<file path="src/rtl/delay_scheduler_if.sv">
// ---------------------------------------------------------------------------
// delay_scheduler_if
//   Bundles the requester-side signals of the shared delay timer.
//   master : requester side (drives req / delay_in, observes results)
//   slave  : the scheduler (samples req / delay_in, drives results)
// Signals
//   req          N_REQ        level request per requester
//   delay_in     N_REQ*CNT_W  delay per requester, slice i = [i*CNT_W +: CNT_W]
//   gnt          N_REQ        one-hot grant, held for the whole operation
//   done         N_REQ        one-cycle completion pulse to the granted requester
//   busy         1            scheduler is not idle
//   out          1            one-cycle pulse on any completion
//   out_counter  CNT_W        live timer count
// ---------------------------------------------------------------------------
interface delay_scheduler_if #(
    parameter int N_REQ = 4,
    parameter int CNT_W = 4
);
    logic [N_REQ-1:0]       req;
    logic [N_REQ*CNT_W-1:0] delay_in;
    logic [N_REQ-1:0]       gnt;
    logic [N_REQ-1:0]       done;
    logic                   busy;
    logic                   out;
    logic [CNT_W-1:0]       out_counter;

    modport master (
        output req, delay_in,
        input  gnt, done, busy, out, out_counter
    );

    modport slave (
        input  req, delay_in,
        output gnt, done, busy, out, out_counter
    );
endinterface

</file>
<file path="src/rtl/delay_scheduler.sv">
// ---------------------------------------------------------------------------
// delay_scheduler
//   Shares one programmable delay timer among N_REQ requesters. A round-robin
//   arbiter picks one requester, the FSM loads that requester's delay, counts
//   it out and pulses the requester's done line. All outputs are registered.
// Ports
//   clk  : system clock, rising edge
//   rst  : synchronous reset, active-low (aborts any operation, no done)
//   bus  : delay_scheduler_if.slave (req, delay_in in; gnt, done, busy,
//          out, out_counter out)
// ---------------------------------------------------------------------------
module delay_scheduler #(
    parameter int N_REQ = 4,
    parameter int CNT_W = 4
) (
    input  logic                 clk,
    input  logic                 rst,
    delay_scheduler_if.slave     bus
);

    localparam int IDX_W = (N_REQ > 1) ? $clog2(N_REQ) : 1;

    typedef enum logic [1:0] {
        S_IDLE,
        S_LOAD,
        S_COUNT,
        S_DONE
    } state_t;

    state_t             state_q;
    logic [IDX_W-1:0]   ptr_q;      // last served requester
    logic [IDX_W-1:0]   win_q;      // requester currently owning the timer
    logic [CNT_W-1:0]   target_q;
    logic [CNT_W-1:0]   cnt_q;
    logic [N_REQ-1:0]   gnt_q;
    logic [N_REQ-1:0]   done_q;
    logic               busy_q;
    logic               out_q;

    logic               found_d;
    logic [IDX_W-1:0]   pick_d;
    logic [CNT_W-1:0]   load_delay_d;
    int                 arb_idx;

    function automatic logic [N_REQ-1:0] onehot(input logic [IDX_W-1:0] idx);
        logic [N_REQ-1:0] v;
        v = '0;
        v[idx] = 1'b1;
        return v;
    endfunction

    // Round-robin scan: start one past the last winner and wrap, so a
    // requester that was just served drops to lowest priority. Resetting
    // ptr to N_REQ-1 makes the first scan start at bit 0.
    always_comb begin
        found_d = 1'b0;
        pick_d  = '0;
        arb_idx = 0;
        for (int k = 1; k <= N_REQ; k++) begin
            arb_idx = int'(ptr_q) + k;
            if (arb_idx >= N_REQ) begin
                arb_idx = arb_idx - N_REQ;
            end
            if (!found_d && bus.req[arb_idx]) begin
                found_d = 1'b1;
                pick_d  = IDX_W'(arb_idx);
            end
        end
    end

    // Delay slice of the current winner; only consumed in LOAD.
    always_comb begin
        load_delay_d = '0;
        for (int i = 0; i < N_REQ; i++) begin
            if (win_q == IDX_W'(i)) begin
                load_delay_d = bus.delay_in[i*CNT_W +: CNT_W];
            end
        end
    end

    always_ff @(posedge clk) begin
        if (!rst) begin
            state_q  <= S_IDLE;
            ptr_q    <= IDX_W'(N_REQ - 1);
            win_q    <= '0;
            target_q <= '0;
            cnt_q    <= '0;
            gnt_q    <= '0;
            done_q   <= '0;
            busy_q   <= 1'b0;
            out_q    <= 1'b0;
        end else begin
            case (state_q)
                S_IDLE: begin
                    done_q <= '0;
                    out_q  <= 1'b0;
                    if (found_d) begin
                        win_q   <= pick_d;
                        gnt_q   <= onehot(pick_d);
                        busy_q  <= 1'b1;
                        state_q <= S_LOAD;
                    end else begin
                        gnt_q  <= '0;
                        busy_q <= 1'b0;
                    end
                end
                S_LOAD: begin
                    target_q <= load_delay_d;
                    cnt_q    <= '0;
                    if (load_delay_d == '0) begin
                        done_q  <= onehot(win_q);
                        out_q   <= 1'b1;
                        state_q <= S_DONE;
                    end else begin
                        state_q <= S_COUNT;
                    end
                end
                S_COUNT: begin
                    // Leaving at target-1 makes COUNT last exactly target
                    // cycles and keeps the count below the wrap point.
                    if (cnt_q == target_q - CNT_W'(1)) begin
                        done_q  <= onehot(win_q);
                        out_q   <= 1'b1;
                        state_q <= S_DONE;
                    end else begin
                        cnt_q <= cnt_q + CNT_W'(1);
                    end
                end
                S_DONE: begin
                    done_q  <= '0;
                    out_q   <= 1'b0;
                    gnt_q   <= '0;
                    busy_q  <= 1'b0;
                    ptr_q   <= win_q;
                    state_q <= S_IDLE;
                end
                default: begin
                    state_q <= S_IDLE;
                end
            endcase
        end
    end

    assign bus.gnt         = gnt_q;
    assign bus.done        = done_q;
    assign bus.busy        = busy_q;
    assign bus.out         = out_q;
    assign bus.out_counter = cnt_q;

endmodule

</file>
<file path="src/flat_wrapper.sv">
// flat-port wrapper written by rule: the top's interface ports become plain ports
module delay_scheduler_flat 
#(
    parameter int N_REQ = 4,
    parameter int CNT_W = 4
)
  (clk, rst, bus_req, bus_delay_in, bus_gnt, bus_done, bus_busy, bus_out, bus_out_counter);
  delay_scheduler_if #(.N_REQ(N_REQ), .CNT_W(CNT_W)) bus_i ();
  input  logic clk;
  input  logic rst;
  input wire logic [$bits(bus_i.req)-1:0] bus_req;
  input wire logic [$bits(bus_i.delay_in)-1:0] bus_delay_in;
  output wire logic [$bits(bus_i.gnt)-1:0] bus_gnt;
  output wire logic [$bits(bus_i.done)-1:0] bus_done;
  output wire logic [$bits(bus_i.busy)-1:0] bus_busy;
  output wire logic [$bits(bus_i.out)-1:0] bus_out;
  output wire logic [$bits(bus_i.out_counter)-1:0] bus_out_counter;
  assign bus_i.req = bus_req;
  assign bus_i.delay_in = bus_delay_in;
  assign bus_gnt = bus_i.gnt;
  assign bus_done = bus_i.done;
  assign bus_busy = bus_i.busy;
  assign bus_out = bus_i.out;
  assign bus_out_counter = bus_i.out_counter;
  delay_scheduler #(.N_REQ(N_REQ), .CNT_W(CNT_W)) u_core (.clk(clk), .rst(rst), .bus(bus_i));
endmodule
</file>
<file path="config.mk">
export PLATFORM = sky130hd
export DESIGN_NAME = delay_scheduler_flat
export DESIGN_NICKNAME = d
export VERILOG_FILES = /design/src/rtl/delay_scheduler_if.sv /design/src/rtl/delay_scheduler.sv /design/src/flat_wrapper.sv
export SDC_FILE = /design/constraint.sdc
export NUM_CORES = 1
export LEC_CHECK = 0
export BUFFER_PORTS_ARGS = -buffer_cell sky130_fd_sc_hd__buf_4
export CAP_MARGIN = 40
export CORE_ASPECT_RATIO = 1.25
export CORE_MARGIN = 1
export CORE_UTILIZATION = 30
export CTS_BUF_LIST = sky130_fd_sc_hd__clkbuf_2 sky130_fd_sc_hd__clkbuf_4 sky130_fd_sc_hd__clkbuf_8
export CTS_CLUSTER_SIZE = 16
export DETAILED_ROUTE_END_ITERATION = 12
export PLACE_DENSITY = 0.58
export SYNTH_ARGS = -nofsm -noshare
export SYNTH_HDL_FRONTEND = slang
export SYNTH_SLANG_ARGS = --single-unit
</file>
<file path="constraint.sdc">
create_clock -name clk -period 2 [get_ports clk]
set_input_delay 0.1 -clock clk [delete_from_list [all_inputs] [get_ports clk]]
set_output_delay 0.1 -clock clk [all_outputs]
set_load 0.005 [all_outputs]
</file>
==> Word-level counts from Yosys, hierarchy flattened <==
Index checks and enable logic that the tools add are counted.
{ "classes": {"magnitude_cmp": 12, "n_mul": 0, "shifts": 0, "bitwise_logic": 0, "mux": 48, "reduce_logical": 18, "eq_ne": 11, "n_addsub": 10, "div": 0} }
{ "ops": {"columns": ["op", "count"], "rows": [
  ["$ge 32x4->1 const B", 4],
  ["$lt 32x4->1 const B", 4],
  ["$mux 32", 4],
  ["$sub 32x4->32 const B", 4],
  ["$mux 4", 8],
  ["$mux 1", 18],
  ["$pmux 4 s2", 2],
  ["$mux 2", 6],
  ["$pmux 4 s3", 1],
  ["$bmux 1 s2", 4],
  ["$eq 2x2->1 const B", 4],
  ["$pmux 2 s4", 1],
  ["$reduce_and 2->1", 4],
  ["$add 2x2->3 const B", 2],
  ["$lt 2x3->1 const B", 2],
  ["$ne 2x1->1 const B", 3],
  ["$logic_and 1x1->1", 5],
  ["$add 2x3->4 const B", 1],
  ["$add 4x1->4 const B", 1],
  ["$demux 1 s2", 2],
  ["$eq 2x1->1 const B", 2],
  ["$eq 4x4->1", 1],
  ["$ge 2x1->1 const B", 2],
  ["$logic_not 2->1", 2],
  ["other kinds (9)", 12]
]} }
{ "word_totals": {"mem_count": 0, "romBits": 0, "reg_bits": 24, "out_inout_bits": 14, "elab_cells": 108, "ramBits": 0, "latchBits": 0} }

==> Logic depth before layout (Yosys ltp) <==
Gate-level depths: netlist of run 1.
{ "depth": {"ltp_word": 22, "ltp_mapped": 7, "ltp_nobuf": 7} }

==> Worst setup path before layout of run 1 <==
No wires, ideal clock.
{ "synth_path": {"path_type": "register to register", "from": "register u_core.state_q[0]", "to": "register u_core.gnt_q[0] (netlist: u_core.bus.gnt[0])", "synth_period_minus_slack_ps": 1801, "path_stages_with_launch": 8, "arrival_time_ps": 1731, "path_slack_ps": 199, "path_buffers": 1, "cell_sequence": "dfxtp_1 > inv_1 > ha_1 > clkbuf_1 > nor3_1 > inv_1 > or3_1 > a21oi_1"} }
{ "synth_between": {"elab_chain_cells": 2, "word_cells_on_any_way": 4} }
{ "synth_lines": {"columns": ["item", "line", "source"], "rows": [
  ["start, declared", "delay_scheduler.sv:30", "state_t state_q;"],
  ["start signal, assigned", "delay_scheduler.sv:83", "state_q <= S_IDLE;"],
  ["start signal, assigned", "delay_scheduler.sv:101", "state_q <= S_LOAD;"],
  ["start signal, assigned", "delay_scheduler.sv:113", "state_q <= S_DONE;"],
  ["$eq 2x2->1 or $logic_not 2->1 (tied branches)", "delay_scheduler.sv:93", "case (state_q)"],
  ["$pmux 4 s2 or $reduce_bool 2->1 (tied branches)", null, null],
  ["end signal, assigned", "delay_scheduler.sv:99", "gnt_q <= onehot(pick_d);"],
  ["end, declared", "delay_scheduler.sv:35", "logic [N_REQ-1:0] gnt_q;"]
]} }
Parallel ways exist; a longest one is shown, timed or not.
A chain may end at the register's enable or synchronous reset.

==> Final worst setup path of run 1 <==
{ "layout_path": {"from": "register u_core.win_q[0]", "to": "register u_core.state_q[0]"} }
{ "layout_between": {"elab_chain_cells": 8, "word_cells_on_any_way": 11} }
{ "layout_lines": {"columns": ["item", "line", "source"], "rows": [
  ["start, declared", "delay_scheduler.sv:32", "logic [IDX_W-1:0] win_q;"],
  ["start signal, assigned", "delay_scheduler.sv:98", "win_q <= pick_d;"],
  ["$logic_not 2->1", "delay_scheduler.sv:75", "if (win_q == IDX_W'(i)) begin"],
  ["$mux 4 (3 in series)", "delay_scheduler.sv:75", null],
  ["$mux 4 (*)", "delay_scheduler.sv:75", null],
  ["$logic_not 4->1 (*)", "delay_scheduler.sv:110", "if (load_delay_d == '0) begin"],
  ["$mux 1 (*)", "delay_scheduler.sv:110", null],
  ["$pmux 2 s4 (*)", "delay_scheduler.sv:93", null],
  ["end signal, assigned", "delay_scheduler.sv:83", null],
  ["end signal, assigned", "delay_scheduler.sv:113", null],
  ["end signal, assigned", "delay_scheduler.sv:115", "state_q <= S_COUNT;"]
]} }
Every way passes the cells marked *; elsewhere a longest branch is shown, timed or not.

==> results of run 1 <==
-- critical path: cells and delay by family, from the launching register on --
family | cells | cell delay [ns]
flip-flops | 1 | 0.41
multiplexers | 1 | 0.56
AND/OR/NAND/NOR | 4 | 0.77
-- cell type report --
cell class,count,area [um^2]
timing repair buffer,41,308
inverter,7,26.3
tap,58,72.6
clock buffer,4,55.1
sequential,24,482
multi-input combinational,109,816
fill,460,2630
-- logic make-up after synthesis --
logic type	Yosys count	synth area share (%)
AND/OR/NAND/NOR	57	21.8
flip-flops	24	35.0
AO/OA/AOI/OAI	23	11.0
multiplexers	18	17.1
buffers and inverters	15	5.47
adder cells (fa/ha/maj)	6	5.47
XOR/XNOR	5	4.20
-- worst max path at each step --
stage | startpoint | end | cells after the start
final | u_core.win_q[0] | u_core.state_q[0] | 5
after global routing | u_core.state_q[0] | u_core.bus.gnt[0] | 6
after CTS | u_core.win_q[0] | u_core.state_q[0] | 5
after detailed placement | u_core.win_q[0] | u_core.state_q[0] | 5
after global placement | u_core.win_q[0] | u_core.state_q[0] | 5
after floorplan | u_core.state_q[0] | u_core.bus.gnt[0] | 7
-- sequential cells by signal, indices dropped and copies added (netlist names) --
name                    count
u_core.bus.out_counter      4
u_core.bus.busy             1
u_core.state_q              2
u_core.win_q                2
u_core.bus.out              1
u_core.target_q             4
u_core.bus.gnt              4
u_core.ptr_q                2
u_core.bus.done             4
-- cell usage in the layout (no fill, tap or decap), types with 2 or more instances in the layout --
| master | instances |
|---|---|
| nor2_1 | 15 |
| xor2_1 | 2 |
| nor3_1 | 2 |
| mux4_2 | 3 |
| inv_1 | 7 |
| xnor2_1 | 2 |
| ha_1 | 6 |
| mux2i_1 | 14 |
| nand2_1 | 17 |
| a21oi_1 | 5 |
| o21ai_0 | 4 |
| nand3b_1 | 3 |
| nor2b_1 | 3 |
| clkbuf_8 | 4 |
| nand2b_1 | 3 |
| nand3_1 | 4 |
| dfxtp_1 | 23 |
| o211ai_1 | 4 |
| nand4_1 | 3 |
| buf_4 | 41 |
-- routing by layer --
layer	vias up	wire (um)	track usage (%)
met1	548	1310	14.4
met5	-	0	0
li1	598	-	-
met4	0	35	4.19
met2	24	1490	23.5
met3	5	115	3.24
-- power by group --
| part | total (uW) | internal [uW] | switching [uW] |
|---|---|---|---|
| Clock | 331 | 176 | 155 |
| Combinational | 1000 | 509 | 492 |
| Sequential | 704 | 595 | 108 |
| Total | 2040 | 1280 | 755 |
-- stage by stage --
stage	total power, uW	setup WS, ns	cells	utilization (%)
2_1_floorplan	1400	0.199	148	-
5_1_grt	2210	0.0505	243	40.1
4_1_cts	2070	0.0873	243	40.0
6_report	2040	0.203	243	40.1
3_5_place_dp	1730	0.112	239	38.8
3_3_place_gp	1730	0.138	239	38.8
-- timing repair --
action | 4_1_cts | 5_1_grt
setup endpoints to repair | 0 | 1
hold buffers | 0 | 0
gates resized for setup | 0 | 1
setup buffers | 0 | 0
==> summary.txt, run 1 <==
Routing
  – TritonRoute pass-1 iters: 4
  – Via Count: 1,175
  – Wire per inst: 12.1 um
  – DRC Markers: 0
  – Total Routed Length: 2950 um
  – DRT iter0 DRCs: 44
  – Vias per cell: 4.84
  – Final ANT Viol Nets: 0

STA
  – Final Critical Period: 1.80 ns
  – Rel. slew slack: 41.9%
  – Hold Vio Cnt, Final: 0
  – Max-slew violations: 0
  – Final critical-path share of the clock period: 89.8%
  – Achievable frequency: 557 MHz
  – RSZ-0062 raised after global routing: no
  – Worst hold slack: 0.109 ns
  – Setup TNS: 0 ns
  – Setup-failing EPs final: 0
  – Clock Skew: 0.00314 ns
  – Worst Max-Slew Pin Slew: 0.860 ns

GRT
  – Antenna violations before repair: 0
  – GRT Util Overall: 12.9%
  – Number of global-route vias before repair: 1,154
  – GRT overflow: 0
  – First-pass GRT wire length: 4980 um
  – Largest net degree at the start of global routing: 20

Synthesis
  – Synthesized cell area: 1370 um^2
  – Dominant cells by area after synthesis: dfxtp_1, mux2i_1, ha_1
  – Commonest cells in the netlist: dfxtp_1, nand2_1, nor2_1
  – Library cells used by synthesis: 41
  – Yosys synthesis warning count: 0
  – Sequential element share of the synthesized area: 35.0%
  – Cell taking the most area after synthesis: dfxtp_1
  – Synth async-reset ratio: 0%
  – Cell with the most instances after synthesis: dfxtp_1
  – Gate Count Post-Synth: 148
  – Synthesized flop and latch total: 24
  – Synth Area per Inst: 9.27 um^2
  – Top FF cell, synth: dfxtp_1
  – Syn Nets: 176
  – Post-synth EDFFs: 0
  – Synth top area share: 35.0%

Clock tree
  – CTS buffer count: 3
  – CTS Sinks: 24
  – Number of H-tree levels: 1
  – Clk pin slew, worst setup/hold paths: 0.08 ns
  – Worst-case clock buffer depth: 2
  – Clk_lat worst skew: 0.27 ns
  – TritonCTS clock tree: done
  – Root Buffer: clkbuf_8

Power
  – PD cells: 1160 nW/um^2
  – Worst vdd ir: 0.518 mV
  – Pleak: 0.000729 uW

Finish
  – Layout net count: 214
  – Area grow syn2layout: 28.3%
  – Post-route cell area: 1760 um^2
  – Number of diodes: 0
  – Layout cells sized above 1: 28.6%

Worst setup path
  – CP peak stage delay: 0.56 ns
  – Crit path max fanout: 5
  – RR Endpoint: u_core.state_q[0]
  – CP endpoint kind: flop
  – R2R depth: 5
  – Slowest-stage cell, CP: mux4_2
  – Startpoint Class: flop
  – Critical Setup Path Class: reg2reg
  – CP arrival: 2.00 ns
  – Cell Chain, Critical Path: mux4_2 > nor4_4 > nand2_1 > and4b_1 > nor3_2
  – Worst path required time: 2.20 ns
  – R2R Setup Slk: 0.20 ns
  – RR Startpoint: u_core.win_q[0]

Floorplanning
  – I/O Pins: 36
  – Row count: 27
  – Core area: 4390 um^2
  – Die X: 62.5 um
  – Die area: 4850 um^2
  – Starting Density: 31.2%
  – Die height: 77.6 um

Placed design
  – Cell Area, Placed: 1700 um^2
  – IO Port Bufs: 35
  – Detailed placement HPWL: 2300 um
  – Final GP Congestion: 0.757

Worst hold path
  – Hold wc startpoint: rst
  – Hold Path End: u_core.ptr_q[1]
  – Worst Hold Class: in2reg
  – Hold path cells: 2

Outcome
  – Outcome: completed

Flow run
  – Maxcap violations: 0
Note: power is estimated with default switching activity, not from simulation.
==> run 2: changes to the inputs <==
ABC_AREA = 1   (was default)
PLACE_DENSITY = 0.57   (was 0.58)
==> run 2 against run 1 <==
Compared with the run above:
- non-clock buffer count fell by 3
- synthesized cell count rose by 63%
- wire length rose by 26%
- maximum frequency rose by 2.5%
- core utilization fell by 0.82 points
- critical path depth rose by 4
- register-to-register slack improved by 0.04 ns
- first-iteration DRC count fell by 6.8%
- clock power rose by 1%
- synthesized area rose by 16%
- setup slack improved by 0.044 ns
- critical path type unchanged
- largest power group unchanged
==> summary.txt, run 2 <==
Routing
  – DRC Markers: 0 (unchanged)
  – TritonRoute pass-1 iters: 4 (unchanged)
  – Wire per inst: 10.9 um (was 12.1 um)
  – Vias per cell: 4.69 (was 4.84)
  – Via Count: 1,593 (was 1,175)
  – Final ANT Viol Nets: 0 (unchanged)
  – DRT iter0 DRCs: 41 (was 44)
  – Total Routed Length: 3710 um (was 2950 um)

STA
  – Setup TNS: 0 ns (unchanged)
  – Max-slew violations: 0 (unchanged)
  – Setup-failing EPs final: 0 (unchanged)
  – Clock Skew: 0.00829 ns (was 0.00314 ns)
  – Worst Max-Slew Pin Slew: 0.510 ns (was 0.860 ns)
  – Final Critical Period: 1.75 ns (was 1.80 ns)
  – Final critical-path share of the clock period: 87.6% (was 89.8%)
  – Hold Vio Cnt, Final: 0 (unchanged)
  – Achievable frequency: 571 MHz (was 557 MHz)
  – RSZ-0062 raised after global routing: no (unchanged)
  – Rel. slew slack: 66.0% (was 41.9%)
  – Final WS setup: 0.247 ns (was 0.203 ns)

Synthesis
  – Cell with the most instances after synthesis: nand2_1 (was dfxtp_1)
  – Library cells used by synthesis: 28 (was 41)
  – Post-synth EDFFs: 0 (unchanged)
  – Synthesized cell area: 1590 um^2 (was 1370 um^2)
  – Dominant cells by area after synthesis: dfxtp_1, nand2_1, nand3_1 (was dfxtp_1, mux2i_1, ha_1)
  – Synth Area per Inst: 6.60 um^2 (was 9.27 um^2)
  – Syn Nets: 269 (was 176)
  – Synth async-reset ratio: 0% (unchanged)
  – Synth top area share: 30.2% (was 35.0%)
  – Synthesized flop and latch total: 24 (unchanged)
  – Commonest cells in the netlist: nand2_1, nand3_1, dfxtp_1 (was dfxtp_1, nand2_1, nor2_1)
  – Cell taking the most area after synthesis: dfxtp_1 (unchanged)
  – Yosys synthesis warning count: 0 (unchanged)
  – Top FF cell, synth: dfxtp_1 (unchanged)
  – Gate Count Post-Synth: 241 (was 148)
  – Sequential element share of the synthesized area: 30.2% (was 35.0%)

Worst hold path
  – Hold path cells: 3 (was 2)
  – Worst Hold Class: in2reg (unchanged)

Floorplanning
  – I/O Pins: 36 (unchanged)
  – Die area: 5600 um^2 (was 4850 um^2)
  – Starting Density: 31.3% (was 31.2%)
  – Row count: 29 (was 27)
  – Core area: 5080 um^2 (was 4390 um^2)
  – Die X: 67.1 um (was 62.5 um)
  – Die height: 83.4 um (was 77.6 um)

Power
  – Clock share of power: 13.2% (was 16.2%)
  – Pint: 1360 uW (was 1280 uW)
  – PD cells: 1270 nW/um^2 (was 1160 nW/um^2)
  – Pleak: 0.000951 uW (was 0.000729 uW)
  – Switching pwr: 1180 uW (was 755 uW)
  – Sequential power share: 29.1% (was 34.6%)
  – Worst vdd ir: 0.349 mV (was 0.518 mV)
  – Combinational group share of total power: 57.8% (was 49.2%)
  – Sw Ratio: 46.4% (was 37.1%)

Worst setup path
  – CP arrival: 1.96 ns (was 2.00 ns)
  – Startpoint Class: flop (unchanged)
  – Crit path max fanout: 7 (was 5)
  – Critical Setup Path Class: reg2reg (unchanged)
  – CP endpoint kind: flop (unchanged)
  – R2R depth: 9 (was 5)
  – Worst path required time: 2.20 ns (about the same)

Finish
  – Most common library cell in the layout ignoring fill and taps: nand2_1 (was buf_4)
  – Post-route cell area: 1990 um^2 (was 1760 um^2)
  – Number of diodes: 0 (unchanged)
  – Layout net count: 307 (was 214)
  – Most frequent cells in the layout: nand2_1, buf_4, nand3_1, dfxtp_1, inv_1 (was buf_4, dfxtp_1, nand2_1, nor2_1, mux2i_1)
  – Layout cells sized above 1: 23.7% (was 28.6%)
  – Area grow syn2layout: 25.2% (was 28.3%)

Flow run
  – Maxcap violations: 0 (unchanged)

Placed design
  – Final GP Congestion: 0.812 (was 0.757)
  – Cell Area, Placed: 1920 um^2 (was 1700 um^2)
  – IO Port Bufs: 35 (unchanged)
  – DP Worst Slack: 0.179 ns (was 0.112 ns)
  – Detailed placement HPWL: 2800 um (was 2300 um)

Clock tree
  – Root Buffer: clkbuf_8 (unchanged)
  – CTS Sinks: 24 (unchanged)
  – Hold_buf cts: 0 (unchanged)
  – Clk pin slew, worst setup/hold paths: 0.09 ns (was 0.08 ns)
  – CTS buffer count: 3 (unchanged)
  – Clk_lat worst skew: 0.27 ns (about the same)
  – TritonCTS clock tree: done (unchanged)
  – Worst-case clock buffer depth: 2 (unchanged)
  – Number of H-tree levels: 1 (unchanged)
  – Post-CTS Setup Inserts: 0 (unchanged)

GRT
  – Largest net degree at the start of global routing: 16 (was 20)
  – Antenna violations before repair: 0 (unchanged)
  – Number of global-route vias before repair: 1,471 (was 1,154)
  – GRT overflow: 0 (unchanged)
  – First-pass GRT wire length: 6200 um (was 4980 um)
  – GRT Util Overall: 14.1% (was 12.9%)

Outcome
  – Outcome: completed (unchanged)
run 2: power groups by stage:
stage / logic [uW] / registers, uW / clock network (uW)
after floorplan: 1090 / 727 / 0
after global placement: 1420 / 745 / 0
after detailed placement: 1420 / 748 / 0
after CTS: 1440 / 737 / 341
after global routing: 1680 / 759 / 363
final: 1470 / 737 / 335
run 2: logic make-up (layout without fill, tap and decap cells):
group / Yosys count / in the layout / share of synthesized area [%]
simple gates: 137 / 138 / 40.1
compound gates: 34 / 34 / 12.7
buf+inv: 34 / 70 / 8.96
flops: 24 / 24 / 30.2
fa+ha+maj: 6 / 6 / 4.72
xor+xnor: 6 / 6 / 3.30
run 2: cell type report:
| cell class | instances | area (um^2) |
|---|---|---|
| timing repair buffer | 38 | 285 |
| tap | 62 | 77.6 |
| sequential | 24 | 480 |
| clock buffer | 4 | 55.1 |
| inverter | 28 | 105 |
| multi-input combinational | 184 | 990 |
| fill | 576 | 3090 |
run 2: routing by layer:
metal	GRT usage [%]	vias to the layer above	routed length, um	share of wire [%]
li1	-	861	-	-
met1	17.7	698	1700	46
met2	23.5	32	1860	50
met3	1.79	2	113	3.0
met4	5.42	0	38	1.0
met5	0	-	0	0
run 2: critical path: stages (launching register included):
cell	delay [ns]
dfxtp_1	0.33
inv_1	0.08
ha_1	0.31
nand2_1	0.07
inv_1	0.04
a211oi_2	0.23
nand3_2	0.17
nand2_2	0.20
nand3_1	0.11
a21oi_1	0.15
run 2: repair_timing:
item                       in CTS  in global routing
hold endpoints to repair        0                  0
setup endpoints to repair       0                 11
gates resized for setup         0                  3
run 2: metrics by stage:
stage | power (uW) | utilization (%) | hold slack [ns] | cells
finish | 2540 | 39.2 | 0.0986 | 340
global placement | 2170 | 37.7 | 0.381 | 335
floorplan | 1820 | - | 0.223 | 241
CTS | 2510 | 38.8 | 0.0958 | 339
global route | 2800 | 39.2 | 0.115 | 340
detailed placement | 2170 | 37.7 | 0.380 | 335
run 2: final timing paths:
path,slack [ns],startpoint,endpoint
max,0.25,u_core.target_q[0],u_core.bus.done[2]
min,0.1,rst,u_core.bus.out_counter[0]
max reg2reg,0.25,u_core.target_q[0],u_core.bus.done[2]
min reg2reg,0.47,u_core.bus.done[1],u_core.bus.done[1]
==> run 3: changes to the inputs <==
CORE_UTILIZATION = 56   (was 30)
PLACE_DENSITY = 0.9   (was 0.57)
==> run 3 against run 2 <==
Compared with the run above:
- via count up 1.9%
- setup slack worse by 0.12 ns
- cell count shrank 8.5%
- wire length fell by 7.8%
- critical path depth grew 1
- core utilization grew 33 points
- critical endpoint is now u_core.bus.done[0]
- largest cell class unchanged
- largest power group unchanged
- highest routed layer unchanged
==> summary.txt, run 3 (synthesis results as in run 2) <==
Clock tree
  – CTS buffer count: 3 (unchanged)
  – CTS Sinks: 24 (unchanged)
  – Worst-case clock buffer depth: 2 (unchanged)
  – Number of H-tree levels: 1 (unchanged)
  – Clk_lat worst skew: 0.32 ns (was 0.27 ns)
  – Clk pin slew, worst setup/hold paths: 0.14 ns (was 0.09 ns)
  – TritonCTS clock tree: done (unchanged)
  – Root Buffer: clkbuf_4 (was clkbuf_8)
  – Hold_buf cts: 0 (unchanged)

STA
  – Achievable frequency: 535 MHz (was 571 MHz)
  – Hold Vio Cnt, Final: 0 (unchanged)
  – Final Critical Period: 1.87 ns (was 1.75 ns)
  – Setup-failing EPs final: 0 (unchanged)
  – Setup TNS: 0 ns (unchanged)
  – Rel. slew slack: 56.2% (was 66.0%)
  – Max-slew violations: 0 (unchanged)
  – Worst Max-Slew Pin Slew: 0.656 ns (was 0.510 ns)
  – RSZ-0062 raised after global routing: no (unchanged)
  – Worst hold slack: 0.0216 ns (was 0.0986 ns)
  – Final critical-path share of the clock period: 93.5% (was 87.6%)
  – Clock Skew: 0.0116 ns (was 0.00829 ns)

GRT
  – GRT Util Overall: 23.4% (was 14.1%)
  – First-pass GRT wire length: 5580 um (was 6200 um)
  – Number of global-route vias before repair: 1,388 (was 1,471)
  – Antenna violations before repair: 0 (unchanged)
  – GRT overflow: 0 (unchanged)
  – Largest net degree at the start of global routing: 23 (was 16)

Floorplanning
  – I/O Pins: 36 (unchanged)
  – Core area: 2680 um^2 (was 5080 um^2)
  – Starting Density: 59.4% (was 31.3%)
  – Die X: 49.7 um (was 67.1 um)
  – Row count: 21 (was 29)
  – Die area: 3060 um^2 (was 5600 um^2)
  – Die height: 61.6 um (was 83.4 um)

Worst setup path
  – CP arrival: 2.05 ns (was 1.96 ns)
  – Crit path max fanout: 8 (was 7)
  – CP endpoint kind: flop (unchanged)
  – Worst path required time: 2.18 ns (was 2.20 ns)
  – Critical Setup Path Class: reg2reg (unchanged)
  – Startpoint Class: flop (unchanged)

Worst hold path
  – Worst Hold Class: in2reg (unchanged)

Power
  – Pwr Total: 2540 uW (about the same)
  – PD cells: 1310 nW/um^2 (was 1270 nW/um^2)
  – Pleak: 0.000945 uW (was 0.000951 uW)
  – Worst vdd ir: 0.853 mV (was 0.349 mV)

Routing
  – Vias per cell: 5.22 (was 4.69)
  – DRC Markers: 0 (unchanged)
  – DRT iter0 DRCs: 32 (was 41)
  – Final ANT Viol Nets: 0 (unchanged)
  – TritonRoute pass-1 iters: 4 (unchanged)
  – Wire per inst: 11.0 um (was 10.9 um)
  – Via Count: 1,624 (was 1,593)
  – Total Routed Length: 3430 um (was 3710 um)

Finish
  – Post-route cell area: 1940 um^2 (was 1990 um^2)
  – Most common library cell in the layout ignoring fill and taps: nand2_1 (unchanged)
  – Non-Filler Instances: 311 (was 340)
  – Fillers: 227 (was 576)
  – Most frequent cells in the layout: nand2_1, buf_4, nand3_1, dfxtp_1, inv_1 (unchanged)
  – Layout net count: 306 (was 307)
  – Area grow syn2layout: 22.1% (was 25.2%)
  – Number of diodes: 0 (unchanged)
  – Layout cells sized above 1: 23.1% (was 23.7%)

Placed design
  – Inst Count DP: 305 (was 335)
  – Detailed placement HPWL: 2570 um (was 2800 um)
  – Final GP Congestion: 0.826 (was 0.812)
  – IO Port Bufs: 35 (unchanged)
  – Cell Area, Placed: 1870 um^2 (was 1920 um^2)

Flow run
  – Maxcap violations: 0 (unchanged)

Outcome
  – Outcome: completed (unchanged)
run 3: cell count changes in the layout (fill, tap and decap cells not counted):
cell       previous run  this run
bufinv_16             0         1
a211oi_1              3         4
clkbuf_4              0         3
a211oi_2              2         1
buf_4                38        37
clkbuf_8              4         0
run 3: where the power goes:
part | internal, uW | switching (uW) | leakage, uW | total (uW)
clock network | 203 | 149 | 0.0000279 | 352
logic | 559 | 897 | 0.000720 | 1460
registers | 618 | 118 | 0.000196 | 737
total | 1380 | 1160 | 0.000945 | 2540
run 3: layout make-up:
class / count / area, um^2 / share of cell area, %
sequential: 24 / 480 / 24.7
multi-input combinational: 184 / 985 / 50.7
clock buffer: 3 / 22.5 / 1.16
inverter: 28 / 105 / 5.41
timing repair buffer: 37 / 278 / 14.3
clock inverter: 1 / 30.0 / 1.55
tap: 34 / 42.5 / 2.19
run 3: worst paths after layout:
kind,start,endpoint,slack (ns),depth (start not counted)
max reg2reg,u_core.target_q[0],u_core.bus.done[0],0.13,10
min reg2reg,u_core.bus.busy,u_core.bus.busy,0.46,2
max,u_core.target_q[0],u_core.bus.done[0],0.13,10
min,rst,u_core.bus.out_counter[0],0.02,3
run 3: routing by layer:
metal | vias to the layer above | global-route usage (%) | wire (um) | part of all wire (%)
met2 | 43 | 41.9 | 1660 | 48
li1 | 859 | - | - | -
met3 | 5 | 2.96 | 121 | 3.5
met4 | 0 | 7.76 | 37 | 1.1
met5 | - | 0 | 0 | 0
met1 | 717 | 29.3 | 1610 | 47
run 3: stage by stage:
step                setup slack (ns)  util (%)
finish                         0.129      72.5
detailed placement             0.173      69.7
floorplan                      0.361         -
global route                 0.00316      72.5
global placement               0.255      69.7
CTS                            0.146      71.6
run 3: repair_timing:
action / 4_1_cts / 5_1_grt
endpoints found under the setup margin: 0 / 9
buffers inserted: 0 / 1
resized for setup: 0 / 2
run 3: worst max-delay path: stages (launching register included):
cell      delay [ns]
dfxtp_1         0.36
inv_1           0.08
ha_1            0.32
nand2_1         0.07
inv_1           0.04
a211oi_1        0.28
nand3_2         0.20
nand2_4         0.15
nand2_2         0.09
nand2_1         0.06
a21oi_1         0.06
